**config.mk**
```make
export PLATFORM = sky130hd
export DESIGN_NAME = ex_mem_stage_flat
export DESIGN_NICKNAME = d
export VERILOG_FILES = /design/src/rtl/ex_mem_stage_if.sv /design/src/rtl/ex_mem_stage.sv /design/src/flat_wrapper.sv
export SDC_FILE = /design/constraint.sdc
export NUM_CORES = 1
export LEC_CHECK = 0
export CORE_MARGIN = 1.5
export CORE_UTILIZATION = 40
export CTS_BUF_LIST = sky130_fd_sc_hd__clkbuf_4
export DETAILED_ROUTE_END_ITERATION = 8
export PLACE_DENSITY = 0.75
export SLEW_MARGIN = 30
export SYNTH_ARGS = -nofsm -noshare
export SYNTH_HDL_FRONTEND = slang
export SYNTH_SLANG_ARGS = --single-unit
export TNS_END_PERCENT = 1
```
**constraint.sdc**
```tcl
create_clock -name clk -period 1 [get_ports clk]
set_input_delay 0.1 -clock clk [delete_from_list [all_inputs] [get_ports clk]]
set_output_delay 0.1 -clock clk [all_outputs]
set_load 0.05 [all_outputs]
```
**src/rtl/ex_mem_stage_if.sv**
```systemverilog
`default_nettype none
// ============================================================================
// Module      : ex_mem_stage_if
// Description : Bundle of the execute-side and memory-side handshake and
//               payload signals of the EX/MEM pipeline register.
//               modport master : the surrounding pipeline (drives E side and
//                                readyM, observes readyE and the M side)
//               modport slave  : the EX/MEM stage itself
// Ports       : validE/readyE/flush, E payload in; validM/readyM, M payload out
// Revision    : 1.0 - initial release
// ============================================================================
interface ex_mem_stage_if #(
  parameter int DATA_WIDTH = 32,
  parameter int ROM_WIDTH  = 12,
  parameter int RF_WIDTH   = 5
);
  // Execute side
  logic                  validE;
  logic                  readyE;
  logic                  flush;
  logic                  regWriteE;
  logic [1:0]            resultSelE;
  logic                  memWriteE;
  logic [DATA_WIDTH-1:0] aluResultE;
  logic [DATA_WIDTH-1:0] memDinE;
  logic [RF_WIDTH-1:0]   regAddr3E;
  logic [ROM_WIDTH-1:0]  pcE;
  logic [DATA_WIDTH-1:0] immExtE;
  logic [2:0]            memCtrlE;
  // Memory side
  logic                  validM;
  logic                  readyM;
  logic                  regWriteM;
  logic [1:0]            resultSelM;
  logic                  memWriteM;
  logic [DATA_WIDTH-1:0] aluResultM;
  logic [DATA_WIDTH-1:0] memDinM;
  logic [RF_WIDTH-1:0]   regAddr3M;
  logic [ROM_WIDTH-1:0]  pcM;
  logic [DATA_WIDTH-1:0] immExtM;
  logic [2:0]            memCtrlM;

  modport master (
    output validE, flush, regWriteE, resultSelE, memWriteE, aluResultE,
           memDinE, regAddr3E, pcE, immExtE, memCtrlE, readyM,
    input  readyE, validM, regWriteM, resultSelM, memWriteM, aluResultM,
           memDinM, regAddr3M, pcM, immExtM, memCtrlM
  );

  modport slave (
    input  validE, flush, regWriteE, resultSelE, memWriteE, aluResultE,
           memDinE, regAddr3E, pcE, immExtE, memCtrlE, readyM,
    output readyE, validM, regWriteM, resultSelM, memWriteM, aluResultM,
           memDinM, regAddr3M, pcM, immExtM, memCtrlM
  );
endinterface
`default_nettype wire

```
**src/rtl/ex_mem_stage.sv**
```systemverilog
`default_nettype none
// ============================================================================
// Module      : ex_mem_stage
// Description : EX/MEM pipeline register with valid/ready handshake on both
//               sides, flush and optional one-entry skid buffer.
//               Optional feature macro: SKID_BUFFER_EN
//                 defined   : skid entry, readyE decoded from state only
//                 undefined : single output register, readyE = !validM||readyM
// Ports       : clk  - clock, rising edge
//               rst  - synchronous active-high reset
//               bus  - ex_mem_stage_if.slave (E payload in, M payload out,
//                      validE/readyE, validM/readyM, flush)
// Revision    : 1.0 - initial release
// ============================================================================
module ex_mem_stage #(
  parameter int DATA_WIDTH = 32,
  parameter int ROM_WIDTH  = 12,
  parameter int RF_WIDTH   = 5
) (
  input  logic           clk,
  input  logic           rst,
  ex_mem_stage_if.slave  bus
);

  typedef struct packed {
    logic                  regWrite;
    logic [1:0]            resultSel;
    logic                  memWrite;
    logic [DATA_WIDTH-1:0] aluResult;
    logic [DATA_WIDTH-1:0] memDin;
    logic [RF_WIDTH-1:0]   regAddr3;
    logic [ROM_WIDTH-1:0]  pc;
    logic [DATA_WIDTH-1:0] immExt;
    logic [2:0]            memCtrl;
  } payload_t;

`ifdef SKID_BUFFER_EN
  typedef enum logic [1:0] {
    S_EMPTY = 2'd0,  // nothing held
    S_ONE   = 2'd1,  // output register full
    S_TWO   = 2'd2   // output register and skid entry full
  } state_t;
`else
  typedef enum logic [0:0] {
    S_EMPTY = 1'b0,
    S_ONE   = 1'b1
  } state_t;
`endif

  state_t   state_q, state_d;
  payload_t out_q, out_d;
  payload_t w_in;
  logic     w_validM;
  logic     w_readyE;
  logic     w_accept;
  logic     w_drain;

  assign w_in = '{
    regWrite:  bus.regWriteE,
    resultSel: bus.resultSelE,
    memWrite:  bus.memWriteE,
    aluResult: bus.aluResultE,
    memDin:    bus.memDinE,
    regAddr3:  bus.regAddr3E,
    pc:        bus.pcE,
    immExt:    bus.immExtE,
    memCtrl:   bus.memCtrlE
  };

  assign w_validM = (state_q != S_EMPTY);
  assign w_accept = bus.validE && w_readyE;
  assign w_drain  = w_validM && bus.readyM;

`ifdef SKID_BUFFER_EN
  payload_t skid_q, skid_d;

  // Depends on the state register only, so readyM never reaches readyE
  // combinationally.
  assign w_readyE = (state_q != S_TWO);

  always_comb begin
    state_d = state_q;
    out_d   = out_q;
    skid_d  = skid_q;
    if (bus.flush) begin
      // Flush overrides any accept/drain and drops the incoming payload.
      state_d = S_EMPTY;
      out_d   = '0;
      skid_d  = '0;
    end else begin
      case (state_q)
        S_EMPTY: begin
          if (w_accept) begin
            out_d   = w_in;
            state_d = S_ONE;
          end
        end
        S_ONE: begin
          if (w_accept && w_drain) begin
            out_d = w_in;
          end else if (w_accept) begin
            // Output stalled: park the new payload behind it.
            skid_d  = w_in;
            state_d = S_TWO;
          end else if (w_drain) begin
            state_d = S_EMPTY;
          end
        end
        S_TWO: begin
          // readyE is low here, so only a drain can happen.
          if (w_drain) begin
            out_d   = skid_q;
            skid_d  = '0;
            state_d = S_ONE;
          end
        end
        default: begin
          state_d = S_EMPTY;
        end
      endcase
    end
  end

  always_ff @(posedge clk) begin
    if (rst) begin
      state_q <= S_EMPTY;
      out_q   <= '0;
      skid_q  <= '0;
    end else begin
      state_q <= state_d;
      out_q   <= out_d;
      skid_q  <= skid_d;
    end
  end
`else
  // Without a skid entry a new payload can only enter when the output
  // register is empty or leaving in the same cycle.
  assign w_readyE = !w_validM || bus.readyM;

  always_comb begin
    state_d = state_q;
    out_d   = out_q;
    if (bus.flush) begin
      state_d = S_EMPTY;
      out_d   = '0;
    end else begin
      case (state_q)
        S_EMPTY: begin
          if (w_accept) begin
            out_d   = w_in;
            state_d = S_ONE;
          end
        end
        S_ONE: begin
          if (w_accept) begin
            out_d = w_in;
          end else if (w_drain) begin
            state_d = S_EMPTY;
          end
        end
        default: begin
          state_d = S_EMPTY;
        end
      endcase
    end
  end

  always_ff @(posedge clk) begin
    if (rst) begin
      state_q <= S_EMPTY;
      out_q   <= '0;
    end else begin
      state_q <= state_d;
      out_q   <= out_d;
    end
  end
`endif

  assign bus.readyE     = w_readyE;
  assign bus.validM     = w_validM;
  // Side-effecting controls are masked so a bubble never writes anything.
  assign bus.regWriteM  = out_q.regWrite && w_validM;
  assign bus.memWriteM  = out_q.memWrite && w_validM;
  assign bus.resultSelM = out_q.resultSel;
  assign bus.aluResultM = out_q.aluResult;
  assign bus.memDinM    = out_q.memDin;
  assign bus.regAddr3M  = out_q.regAddr3;
  assign bus.pcM        = out_q.pc;
  assign bus.immExtM    = out_q.immExt;
  assign bus.memCtrlM   = out_q.memCtrl;

endmodule
`default_nettype wire

```
**src/flat_wrapper.sv**
```systemverilog
// flat-port wrapper written by rule: the top's interface ports become plain ports
module ex_mem_stage_flat 
#(
  parameter int DATA_WIDTH = 32,
  parameter int ROM_WIDTH  = 12,
  parameter int RF_WIDTH   = 5
)
  (clk, rst, bus_validE, bus_flush, bus_regWriteE, bus_resultSelE, bus_memWriteE, bus_aluResultE, bus_memDinE, bus_regAddr3E, bus_pcE, bus_immExtE, bus_memCtrlE, bus_readyM, bus_readyE, bus_validM, bus_regWriteM, bus_resultSelM, bus_memWriteM, bus_aluResultM, bus_memDinM, bus_regAddr3M, bus_pcM, bus_immExtM, bus_memCtrlM);
  ex_mem_stage_if #(.DATA_WIDTH(DATA_WIDTH), .ROM_WIDTH(ROM_WIDTH), .RF_WIDTH(RF_WIDTH)) bus_i ();
  input  logic clk;
  input  logic rst;
  input wire logic [$bits(bus_i.validE)-1:0] bus_validE;
  input wire logic [$bits(bus_i.flush)-1:0] bus_flush;
  input wire logic [$bits(bus_i.regWriteE)-1:0] bus_regWriteE;
  input wire logic [$bits(bus_i.resultSelE)-1:0] bus_resultSelE;
  input wire logic [$bits(bus_i.memWriteE)-1:0] bus_memWriteE;
  input wire logic [$bits(bus_i.aluResultE)-1:0] bus_aluResultE;
  input wire logic [$bits(bus_i.memDinE)-1:0] bus_memDinE;
  input wire logic [$bits(bus_i.regAddr3E)-1:0] bus_regAddr3E;
  input wire logic [$bits(bus_i.pcE)-1:0] bus_pcE;
  input wire logic [$bits(bus_i.immExtE)-1:0] bus_immExtE;
  input wire logic [$bits(bus_i.memCtrlE)-1:0] bus_memCtrlE;
  input wire logic [$bits(bus_i.readyM)-1:0] bus_readyM;
  output wire logic [$bits(bus_i.readyE)-1:0] bus_readyE;
  output wire logic [$bits(bus_i.validM)-1:0] bus_validM;
  output wire logic [$bits(bus_i.regWriteM)-1:0] bus_regWriteM;
  output wire logic [$bits(bus_i.resultSelM)-1:0] bus_resultSelM;
  output wire logic [$bits(bus_i.memWriteM)-1:0] bus_memWriteM;
  output wire logic [$bits(bus_i.aluResultM)-1:0] bus_aluResultM;
  output wire logic [$bits(bus_i.memDinM)-1:0] bus_memDinM;
  output wire logic [$bits(bus_i.regAddr3M)-1:0] bus_regAddr3M;
  output wire logic [$bits(bus_i.pcM)-1:0] bus_pcM;
  output wire logic [$bits(bus_i.immExtM)-1:0] bus_immExtM;
  output wire logic [$bits(bus_i.memCtrlM)-1:0] bus_memCtrlM;
  assign bus_i.validE = bus_validE;
  assign bus_i.flush = bus_flush;
  assign bus_i.regWriteE = bus_regWriteE;
  assign bus_i.resultSelE = bus_resultSelE;
  assign bus_i.memWriteE = bus_memWriteE;
  assign bus_i.aluResultE = bus_aluResultE;
  assign bus_i.memDinE = bus_memDinE;
  assign bus_i.regAddr3E = bus_regAddr3E;
  assign bus_i.pcE = bus_pcE;
  assign bus_i.immExtE = bus_immExtE;
  assign bus_i.memCtrlE = bus_memCtrlE;
  assign bus_i.readyM = bus_readyM;
  assign bus_readyE = bus_i.readyE;
  assign bus_validM = bus_i.validM;
  assign bus_regWriteM = bus_i.regWriteM;
  assign bus_resultSelM = bus_i.resultSelM;
  assign bus_memWriteM = bus_i.memWriteM;
  assign bus_aluResultM = bus_i.aluResultM;
  assign bus_memDinM = bus_i.memDinM;
  assign bus_regAddr3M = bus_i.regAddr3M;
  assign bus_pcM = bus_i.pcM;
  assign bus_immExtM = bus_i.immExtM;
  assign bus_memCtrlM = bus_i.memCtrlM;
  ex_mem_stage #(.DATA_WIDTH(DATA_WIDTH), .ROM_WIDTH(ROM_WIDTH), .RF_WIDTH(RF_WIDTH)) u_core (.clk(clk), .rst(rst), .bus(bus_i));
endmodule
```
==> results of run 1 <==
state kept, by name (all words and copies together) (netlist names):
register,count
u_core.bus.regAddr3M,5
u_core.bus.resultSelM,2
u_core.bus.memDinM,32
u_core.bus.aluResultM,32
u_core.bus.pcM,12
u_core.out_q,2
u_core.bus.validM,1
u_core.bus.immExtM,32
u_core.bus.memCtrlM,3
what timing repair did:
item	4_1_cts	5_1_grt
gates resized for setup	136	9
setup endpoints to repair	239	242
hold buffers	0	0
setup buffers	4	1
pin swaps	76	4
cell families after synthesis:
family                 Yosys count  synth area share
DFF                            121             0.418
buffers and inverters          186             0.217
AOI/OAI and AO/OA              121             0.150
and+or+nand+nor                245             0.214
through the flow:
stage | hold WS (ns) | setup WS [ns] | power (mW) | TNS [ns]
floorplan | 0.243 | -0.256 | 6.55 | -28.37
global placement | 0.443 | -0.490 | 7.72 | -54.71
CTS | 0.0497 | -0.455 | 10.6 | -51.51
global route | 0.0833 | -0.478 | 11.0 | -59.21
finish | 0.0986 | -0.403 | 10.5 | -44.49
detailed placement | 0.469 | -0.491 | 7.77 | -53.56
synth_stat cells:
library cell and count:
nor2_4 1, and2_1 2, inv_1 1, buf_6 11, nand2_1 120, buf_4 122
and2_4 1, buf_1 1, o21ai_0 20, buf_2 15, nand2b_1 1, clkbuf_1 36
o21ai_1 30, nand4_1 120, dfxtp_1 121, a21boi_0 1, o21ai_2 70
per-layer routing:
layer	wire [um]	GRT usage	vias up
met5	0	0	-
met4	309	0.0761	0
met3	1270	0.0720	23
met2	8290	0.365	203
met1	6080	0.241	2333
li1	-	-	2442
worst max path at each step:
stage,start,end,slack [ns],cells after the start
finish,u_core.bus.validM,bus_readyE,-0.40,4
global route,u_core.bus.validM,bus_readyE,-0.48,4
CTS,u_core.bus.validM,bus_readyE,-0.46,4
detailed placement,bus_readyM,u_core.bus.memCtrlM[2],-0.49,5
global placement,bus_readyM,u_core.bus.resultSelM[0],-0.49,5
floorplan,u_core.bus.validM,u_core.bus.aluResultM[20],-0.26,6
where the power goes:
group          leakage (nW)  total, mW  switching, mW  internal (mW)
clock                 0.122       2.83           1.62           1.21
combinational          2.21       2.53           1.24           1.29
sequential             1.04       5.18          0.177           5.00
worst max-delay path: cells and delay by family (launching register included):
kind | cells | cell delay, ns
buffers and inverters | 3 | 0.36
flip-flops | 1 | 0.38
AND/OR/NAND/NOR | 1 | 0.06
area by class of cell:
class	instances	area share
repair buffers	278	0.443
flip-flops and latches	121	0.279
multi-input cells	366	0.230
well taps	180	0.0243
clock buffers	20	0.0162
clock inverters	8	0.00635
inverters	1	0.000405
diodes	1	0.000270
==> run summary, run 1 <==
Worst Hold Class: in2reg
Initial antenna violation count: 1
Slack of the worst reg-to-reg path: -0.32 ns
Post-layout minimum cycle time: 1.40 ns
Top achievable clock speed: 713 MHz
Drt drc: 0
Synth Cell Area: 0.00579 sq mm
Share of Yosys cell area claimed by the top area cell type: 0.418
Setup violators final: 242
Sink Count: 121
CP most frequent cell: buf_6
Power per cell area: 1140 mW/mm^2
Final net count: 910
Final hold vios: 0
Sequential area share after synthesis: 0.418
Post-Route WL: 15,900 um
# IOs: 247
CTS tree: yes
Hold_sp: bus_validE
Unrepaired setup endpoints after global routing: yes
Layout cell share with drive strength beyond 1: 0.470
Worst R2R Start: u_core.bus.validM
CTS root buf: clkbuf_4
Setup Skew: 0.00916 ns
Dpl cells: 941
Floorplan row count: 43
Crit path kind: reg2out
Starting DRT DRC Count: 354
Largest stage delay on the critical path: 0.38 ns
Worst reg-to-reg path cell count: 5
Synthesized instance count: 673
Area grow syn2layout: 60.0%
Vias/cell: 5.13
Largest net degree at the start of global routing: 70
Area of the multi-input gates: 0.00213 sq mm
Critical path required time: 0.90 ns
Final Cycle Share: 1.40
GRT Util Overall: 0.211
Status: finished with violations
Clk_lat worst skew: 0.50 ns
GP Congestion: 0.762
Worst setup EP type: output pin
Slew @ Worst Pin: 0.558 ns
Max-Cap Viols: 0
Synth cell types: 17
Final WS setup: -0.403 ns
Placed cell area: 0.00882 sq mm
Syn Area/Cell: 8.60 sq um
Slew Viols, Final: 0
Leakage: 3.37 nW
Worst slew margin: 0.628
Die H: 123 um
Most frequent cells in the layout: buf_12, clkdlybuf4s50_1, nand2_1, nand4_1, dfxtp_2
Final non-filler cell total: 975
CTS H-Tree Depth: 4
Syn. warnings: 0
Crit-path slowest cell: dfxtp_4
Fin area: 0.00926 sq mm
Starting Density: 0.414
Syn_nets: 798
Total gr overflow: 0
Crit-path cells: nand2b_4 > buf_6 > buf_6 > buf_12
DRT antenna net count: 0
Setup crit start kind: flip-flop
DR pass1 iterations: 6
CTS max path bufs: 2
Area contributors post-synth: dfxtp_1, buf_4, nand4_1
Yosys reg bits: 121
Core Util, Final: 0.662
FF-to-FF End: u_core.bus.aluResultM[1]
Hold worst-path end: u_core.bus.validM
CORE AREA: 0.0140 sq mm
Synth area leader: dfxtp_1
Die Width: 123 um
Port Buffers: 246
Die ar.: 0.0152 sq mm
Failing checks: setup timing
# fillers: 1,015
VDD IR max: 755 uV
First-pass GRT wire length: 24,900 um
Via count: 5,001
CTS buffer count: 17
Vias in the first global route: 4,902
Register area: 0.00259 sq mm
CTS clk-pin slew, worst paths: 0.09 ns
Hold path depth: 4
DR WL/cell: 16.4 um
Critical path arrival: 1.30 ns
Commonest non-fill, non-tap cell in the layout: buf_12
Crit-path max FO: 2
Hpwl dp: 11,400 um
Note: power is estimated with default switching activity, not from simulation.
==> inputs of run 2 (changes only) <==
--- a/config.mk
+++ b/config.mk
@@ -5,7 +5,7 @@
 export SDC_FILE = /design/constraint.sdc
 export NUM_CORES = 1
 export LEC_CHECK = 0
-export CORE_MARGIN = 1.5
+export CORE_MARGIN = 2
 export CORE_UTILIZATION = 40
 export CTS_BUF_LIST = sky130_fd_sc_hd__clkbuf_4
 export DETAILED_ROUTE_END_ITERATION = 8
==> run 2 against run 1 <==
The flow still finishes with violations (setup timing). Wire length increased by 3.3%. Critical path depth unchanged. Count of clock-buffer cells in the layout decreased by 2. Maximum frequency decreased by 0.70%. Cell count unchanged. Via count increased by 0.96%. Power increased by 6.6%. Worst setup slack got worse by 0.010 ns. Critical endpoint unchanged. Largest cell class unchanged.
==> run summary, run 2 (synthesized netlist as in run 1, its figures left out) <==
Clk_lat worst skew: 0.51 ns (about the same)
DR pass1 iterations: 4 (-2)
Post-layout minimum cycle time: 1.41 ns (+0.00996 ns)
CTS root buf: clkbuf_4
CTS buffer count: 17 (unchanged)
Initial antenna violation count: 0 (-1)
Placed cell area: 0.00876 sq mm (-0.62%)
Area grow syn2layout: 60.7%
CTS H-Tree Depth: 4 (unchanged)
Max-Cap Viols: 0 (unchanged)
Commonest non-fill, non-tap cell in the layout: buf_12
Total gr overflow: 0 (unchanged)
Crit-path max FO: 2 (unchanged)
Vias in the first global route: 5,190 (+5.9%)
Register area: 0.00258 sq mm (-0.19%)
Leakage: 3.37 nW (+0.18%)
Comb pwr share: 0.225 (-0.015)
Setup violators final: 243 (+0.41%)
Crit-path slowest cell: dfxtp_4
Largest stage delay on the critical path: 0.37 ns (about the same)
Final non-filler cell total: 975 (unchanged)
Starting Density: 0.414 (unchanged)
Post-Route WL: 16,500 um (+3.3%)
# IOs: 247 (unchanged)
Crit-path cells: nand2b_4 > buf_6 > buf_12 > buf_12
Starting DRT DRC Count: 280 (-21%)
Top achievable clock speed: 708 MHz (-0.70%)
Clk pwr share: 0.314 (+0.045)
Worst Hold Class: in2reg
CORE AREA: 0.0140 sq mm (unchanged)
Port Buffers: 246 (unchanged)
Hpwl dp: 11,800 um (+3.5%)
Net switching power: 3.23 mW (+6.3%)
VDD IR max: 694 uV (-8.1%)
Failing checks: setup timing
CTS max path bufs: 2 (unchanged)
Final Cycle Share: 1.41 (+0.00996)
# fillers: 1,051 (+3.5%)
Floorplan row count: 43 (unchanged)
Drt drc: 0 (unchanged)
Die Width: 124 um (+0.81%)
DRT antenna net count: 0 (unchanged)
Worst setup EP type: output pin
GP Congestion: 0.807 (+6.0%)
DR WL/cell: 16.9 um (+3.3%)
Final WS setup: -0.413 ns (-0.00996 ns)
Setup Skew: 0.00727 ns (-0.00189 ns)
Crit path kind: reg2out
Vias/cell: 5.18 (+0.96%)
Via count: 5,049 (+0.96%)
Final net count: 907 (-0.33%)
Status: finished with violations
Critical path required time: 0.90 ns (about the same)
Dpl cells: 937 (-0.43%)
First-pass GRT wire length: 27,000 um (+8.3%)
CP most frequent cell: buf_12
Internal Power: 8.01 mW (+6.7%)
Seq pwr share: 0.461 (-0.030)
Critical path arrival: 1.31 ns (about the same)
Core Util, Final: 0.665 (+0.00286)
Slew Viols, Final: 0 (unchanged)
Die H: 124 um (+0.81%)
Final hold vios: 0 (unchanged)
Slew @ Worst Pin: 0.607 ns (+0.0489 ns)
Layout cell share with drive strength beyond 1: 0.472 (+0.00192)
Largest net degree at the start of global routing: 77 (+10%)
Sw Ratio: 0.287 (-0.000786)
Worst slack at placement: -0.459 ns (+0.0316 ns)
Final total negative setup slack: -39.37 ns (+5.12 ns)
Unrepaired setup endpoints after global routing: yes
# diodes: 0 (-1)
Setup crit start kind: flip-flop
CTS tree: yes
Sink Count: 121 (unchanged)
Worst slew margin: 0.596 (-0.0326)
CTS clk-pin slew, worst paths: 0.10 ns (about the same)
Power per cell area: 1210 mW/mm^2 (+6.2%)
Die ar.: 0.0155 sq mm (+1.6%)
Area of the multi-input gates: 0.00212 sq mm (-0.18%)
Post-CTS Hold Buffers: 0 (unchanged)
Fin area: 0.00930 sq mm (+0.43%)
Most frequent cells in the layout: buf_12, clkdlybuf4s50_1, nand2_1, nand4_1, dfxtp_2
GRT Util Overall: 0.215 (+0.00409)
run 2: cell types whose count changed in the layout (fill, tap and decap cells not counted), moves of 3 or more:
cell and delta:
buf_4 -3, o21ai_0 -4, o21ai_1 +5, clkinvlp_4 +3
run 2: final cells by class:
type	count	area share
timing repair buffer	275	0.438
sequential	121	0.278
clock buffer	18	0.0145
multi-input combinational	366	0.228
tap	180	0.0242
inverter	1	0.000403
clock inverter	14	0.0168
run 2: timing repair:
item                                    CTS  global route
pin swaps                                46            41
gates cloned                              1             0
setup buffers                             4             1
resized for setup                       137            10
endpoints found under the setup margin  243           243
run 2: worst paths after layout:
check | slack, ns | from | depth (start not counted) | end
worst max register to register | -0.25 | u_core.bus.validM | 5 | u_core.bus.memDinM[18]
worst max-delay path | -0.41 | u_core.bus.validM | 4 | bus_readyE
worst min register to register | 0.48 | u_core.bus.immExtM[17] | 2 | u_core.bus.immExtM[17]
worst min-delay path | 0.13 | bus_validE | 4 | u_core.bus.validM
run 2: through the flow:
step	hold slack [ns]	power (mW)
detailed placement	0.449	7.76
global route	0.0905	11.7
floorplan	0.243	6.55
CTS	0.0646	11.4
finish	0.135	11.2
global placement	0.442	7.70
run 2: worst max-delay path: cells and delay by family (launching register included):
family	cells	cell delay (ns)
buf+inv	3	0.38
flops	1	0.37
simple gates	1	0.06
run 2: power groups by stage:
| stage | sequential (mW) | clock (mW) | combinational, mW |
|---|---|---|---|
| 6_report | 5.18 | 3.53 | 2.53 |
| 5_1_grt | 5.20 | 3.88 | 2.64 |
| 4_1_cts | 5.19 | 3.67 | 2.53 |
| 3_5_place_dp | 5.27 | 0 | 2.49 |
| 3_3_place_gp | 5.25 | 0 | 2.45 |
| 2_1_floorplan | 5.16 | 0 | 1.39 |
run 2: metal layers:
metal | vias up | global-route usage | share of wire
li1 | 2451 | - | -
met5 | - | 0 | 0
met4 | 0 | 0.0985 | 0.036
met1 | 2358 | 0.239 | 0.37
met3 | 43 | 0.0747 | 0.076
met2 | 197 | 0.368 | 0.51
==> inputs of run 3 (changes only) <==
--- a/config.mk
+++ b/config.mk
@@ -5,11 +5,13 @@
 export SDC_FILE = /design/constraint.sdc
 export NUM_CORES = 1
 export LEC_CHECK = 0
+export CELL_PAD_IN_SITES_DETAIL_PLACEMENT = 1
+export CELL_PAD_IN_SITES_GLOBAL_PLACEMENT = 2
 export CORE_MARGIN = 2
-export CORE_UTILIZATION = 40
+export CORE_UTILIZATION = 22
 export CTS_BUF_LIST = sky130_fd_sc_hd__clkbuf_4
 export DETAILED_ROUTE_END_ITERATION = 8
-export PLACE_DENSITY = 0.75
+export PLACE_DENSITY = 0.74
 export SLEW_MARGIN = 30
 export SYNTH_ARGS = -nofsm -noshare
 export SYNTH_HDL_FRONTEND = slang
==> run 3 against run 2 <==
Maximum frequency decreased by 1.7%. Die area increased by 79%. Critical endpoint unchanged. Count of clock-buffer cells in the layout increased by 2. Wire length increased by 17%. The flow still finishes with violations (setup timing). Largest cell class unchanged. Register-to-register slack got worse by 0.14 ns. Global-route usage decreased by 7.8 points. Clock power increased by 16%. Sequential power about the same. Critical path type unchanged. Power increased by 6.4%.
==> run summary, run 3 (synthesized netlist as in run 1, its figures left out) <==
Vias in the first global route: 5,420 (+4.4%)
Slew Viols, Final: 0 (unchanged)
First-pass GRT wire length: 30,100 um (+12%)
Leakage: 3.55 nW (+5.2%)
Drt drc: 0 (unchanged)
Worst slew margin: 0.756 (+0.160)
Die Width: 166 um (+34%)
Largest stage delay on the critical path: 0.38 ns (about the same)
Critical path arrival: 1.34 ns (+0.03 ns)
Worst slack at placement: -0.488 ns (-0.0290 ns)
Clk_lat worst skew: 0.52 ns (about the same)
Total gr overflow: 0 (unchanged)
# IOs: 247 (unchanged)
CTS H-Tree Depth: 4 (unchanged)
Max-Cap Viols: 0 (unchanged)
Via count: 5,145 (+1.9%)
Port Buffers: 246 (unchanged)
Most frequent cells in the layout: buf_12, clkdlybuf4s50_1, nand2_1, nand4_1, dfxtp_2
Layout cell share with drive strength beyond 1: 0.490 (+0.0185)
Hpwl dp: 13,400 um (+13%)
Setup crit start kind: flip-flop
Commonest non-fill, non-tap cell in the layout: buf_12
Unrepaired setup endpoints after global routing: yes
Floorplan row count: 59 (+37%)
CTS buffer count: 17 (unchanged)
Largest net degree at the start of global routing: 52 (-32%)
Initial antenna violation count: 1 (+1)
CTS clk-pin slew, worst paths: 0.13 ns (+0.03 ns)
Hold path depth: 4 (unchanged)
Post-layout minimum cycle time: 1.44 ns (+0.0250 ns)
Post-Route WL: 19,200 um (+17%)
Vias/cell: 4.47 (-14%)
Starting Density: 0.223 (-0.191)
Setup violators final: 243 (unchanged)
Final Cycle Share: 1.44 (+0.0250)
Crit-path cells: nand2b_4 > buf_12 > buf_12 > buf_12
Dpl cells: 1,112 (+19%)
Final hold vios: 0 (unchanged)
Worst setup EP type: output pin
DR WL/cell: 16.7 um (-1.1%)
Sink Count: 121 (unchanged)
Failing checks: setup timing
Critical path required time: 0.90 ns (about the same)
CTS root buf: clkbuf_4
Status: finished with violations
Die ar.: 0.0276 sq mm (+79%)
Worst hold margin: 0.104 ns (-0.0307 ns)
Slack of the worst reg-to-reg path: -0.39 ns (-0.14 ns)
CORE AREA: 0.0260 sq mm (+86%)
Worst reg-to-reg path cell count: 7 (+2)
Final non-filler cell total: 1,151 (+18%)
Final net count: 926 (+2.1%)
Die H: 166 um (+34%)
CP most frequent cell: buf_12
Power Total: 12.0 mW (+6.4%)
Power per cell area: 1210 mW/mm^2 (+0.53%)
CTS tree: yes
Crit-path max FO: 2 (unchanged)
Crit-path slowest cell: dfxtp_4
GP Congestion: 0.709 (-12%)
Final WS setup: -0.438 ns (-0.0250 ns)
Area grow syn2layout: 70.0%
DRT antenna net count: 0 (unchanged)
CTS max path bufs: 2 (unchanged)
Top achievable clock speed: 695 MHz (-1.7%)
GRT Util Overall: 0.136 (-0.0784)
Starting DRT DRC Count: 191 (-32%)
Setup Skew: 0.0156 ns (+0.00832 ns)
Worst Hold Class: in2reg
Crit path kind: reg2out
DR pass1 iterations: 4 (unchanged)
VDD IR max: 638 uV (-8.0%)
Slew @ Worst Pin: 0.366 ns (-0.240 ns)
run 3: through the flow:
step | instance area [sq um] | utilization | setup TNS (ns)
after global placement | 9260 | 0.356 | -49.37
final | 9850 | 0.379 | -55.27
after global routing | 9850 | 0.379 | -77.17
after floorplan | 5810 | - | -28.37
after CTS | 9800 | 0.377 | -61.83
after detailed placement | 9260 | 0.356 | -52.03
run 3: final cells by class:
type	instances	area, sq um
clock buffer	20	150
timing repair buffer	294	4370
multi-input combinational	366	2130
fill	2821	16100
antenna	2	5.00
tap	335	419
clock inverter	12	174
sequential	121	2590
inverter	1	3.75
run 3: where the power goes:
group	switching (mW)	leakage (nW)	internal, mW
combinational	1.30	2.34	1.38
clock	2.04	0.165	2.06
sequential	0.173	1.04	5.00
run 3: path summary, 6_finish.rpt:
path                                to                       from
max                         bus_readyE          u_core.bus.validM
min          u_core.bus.aluResultM[15]                 bus_validE
max reg2reg     u_core.bus.memDinM[19]          u_core.bus.validM
min reg2reg  u_core.bus.aluResultM[19]  u_core.bus.aluResultM[19]
run 3: routing by layer:
metal | wire (um) | up-vias | GRT usage
li1 | - | 2484 | -
met1 | 8710 | 2476 | 0.171
met2 | 9050 | 175 | 0.224
met3 | 1300 | 10 | 0.0498
met4 | 167 | 0 | 0.0307
met5 | 0 | - | 0
run 3: worst max-delay path, delay by kind of cell (launching register included):
kind | cells | cell delay (ns)
AND/OR/NAND/NOR | 1 | 0.06
flip-flops | 1 | 0.38
buffers and inverters | 3 | 0.39
run 3: what timing repair did:
action | in CTS | in global routing
endpoints found under the setup margin | 243 | 243
gates cloned | 1 | 0
resized for setup | 125 | 17
buffers inserted | 3 | 1
hold buffers | 0 | 0
pin swaps | 0 | 25
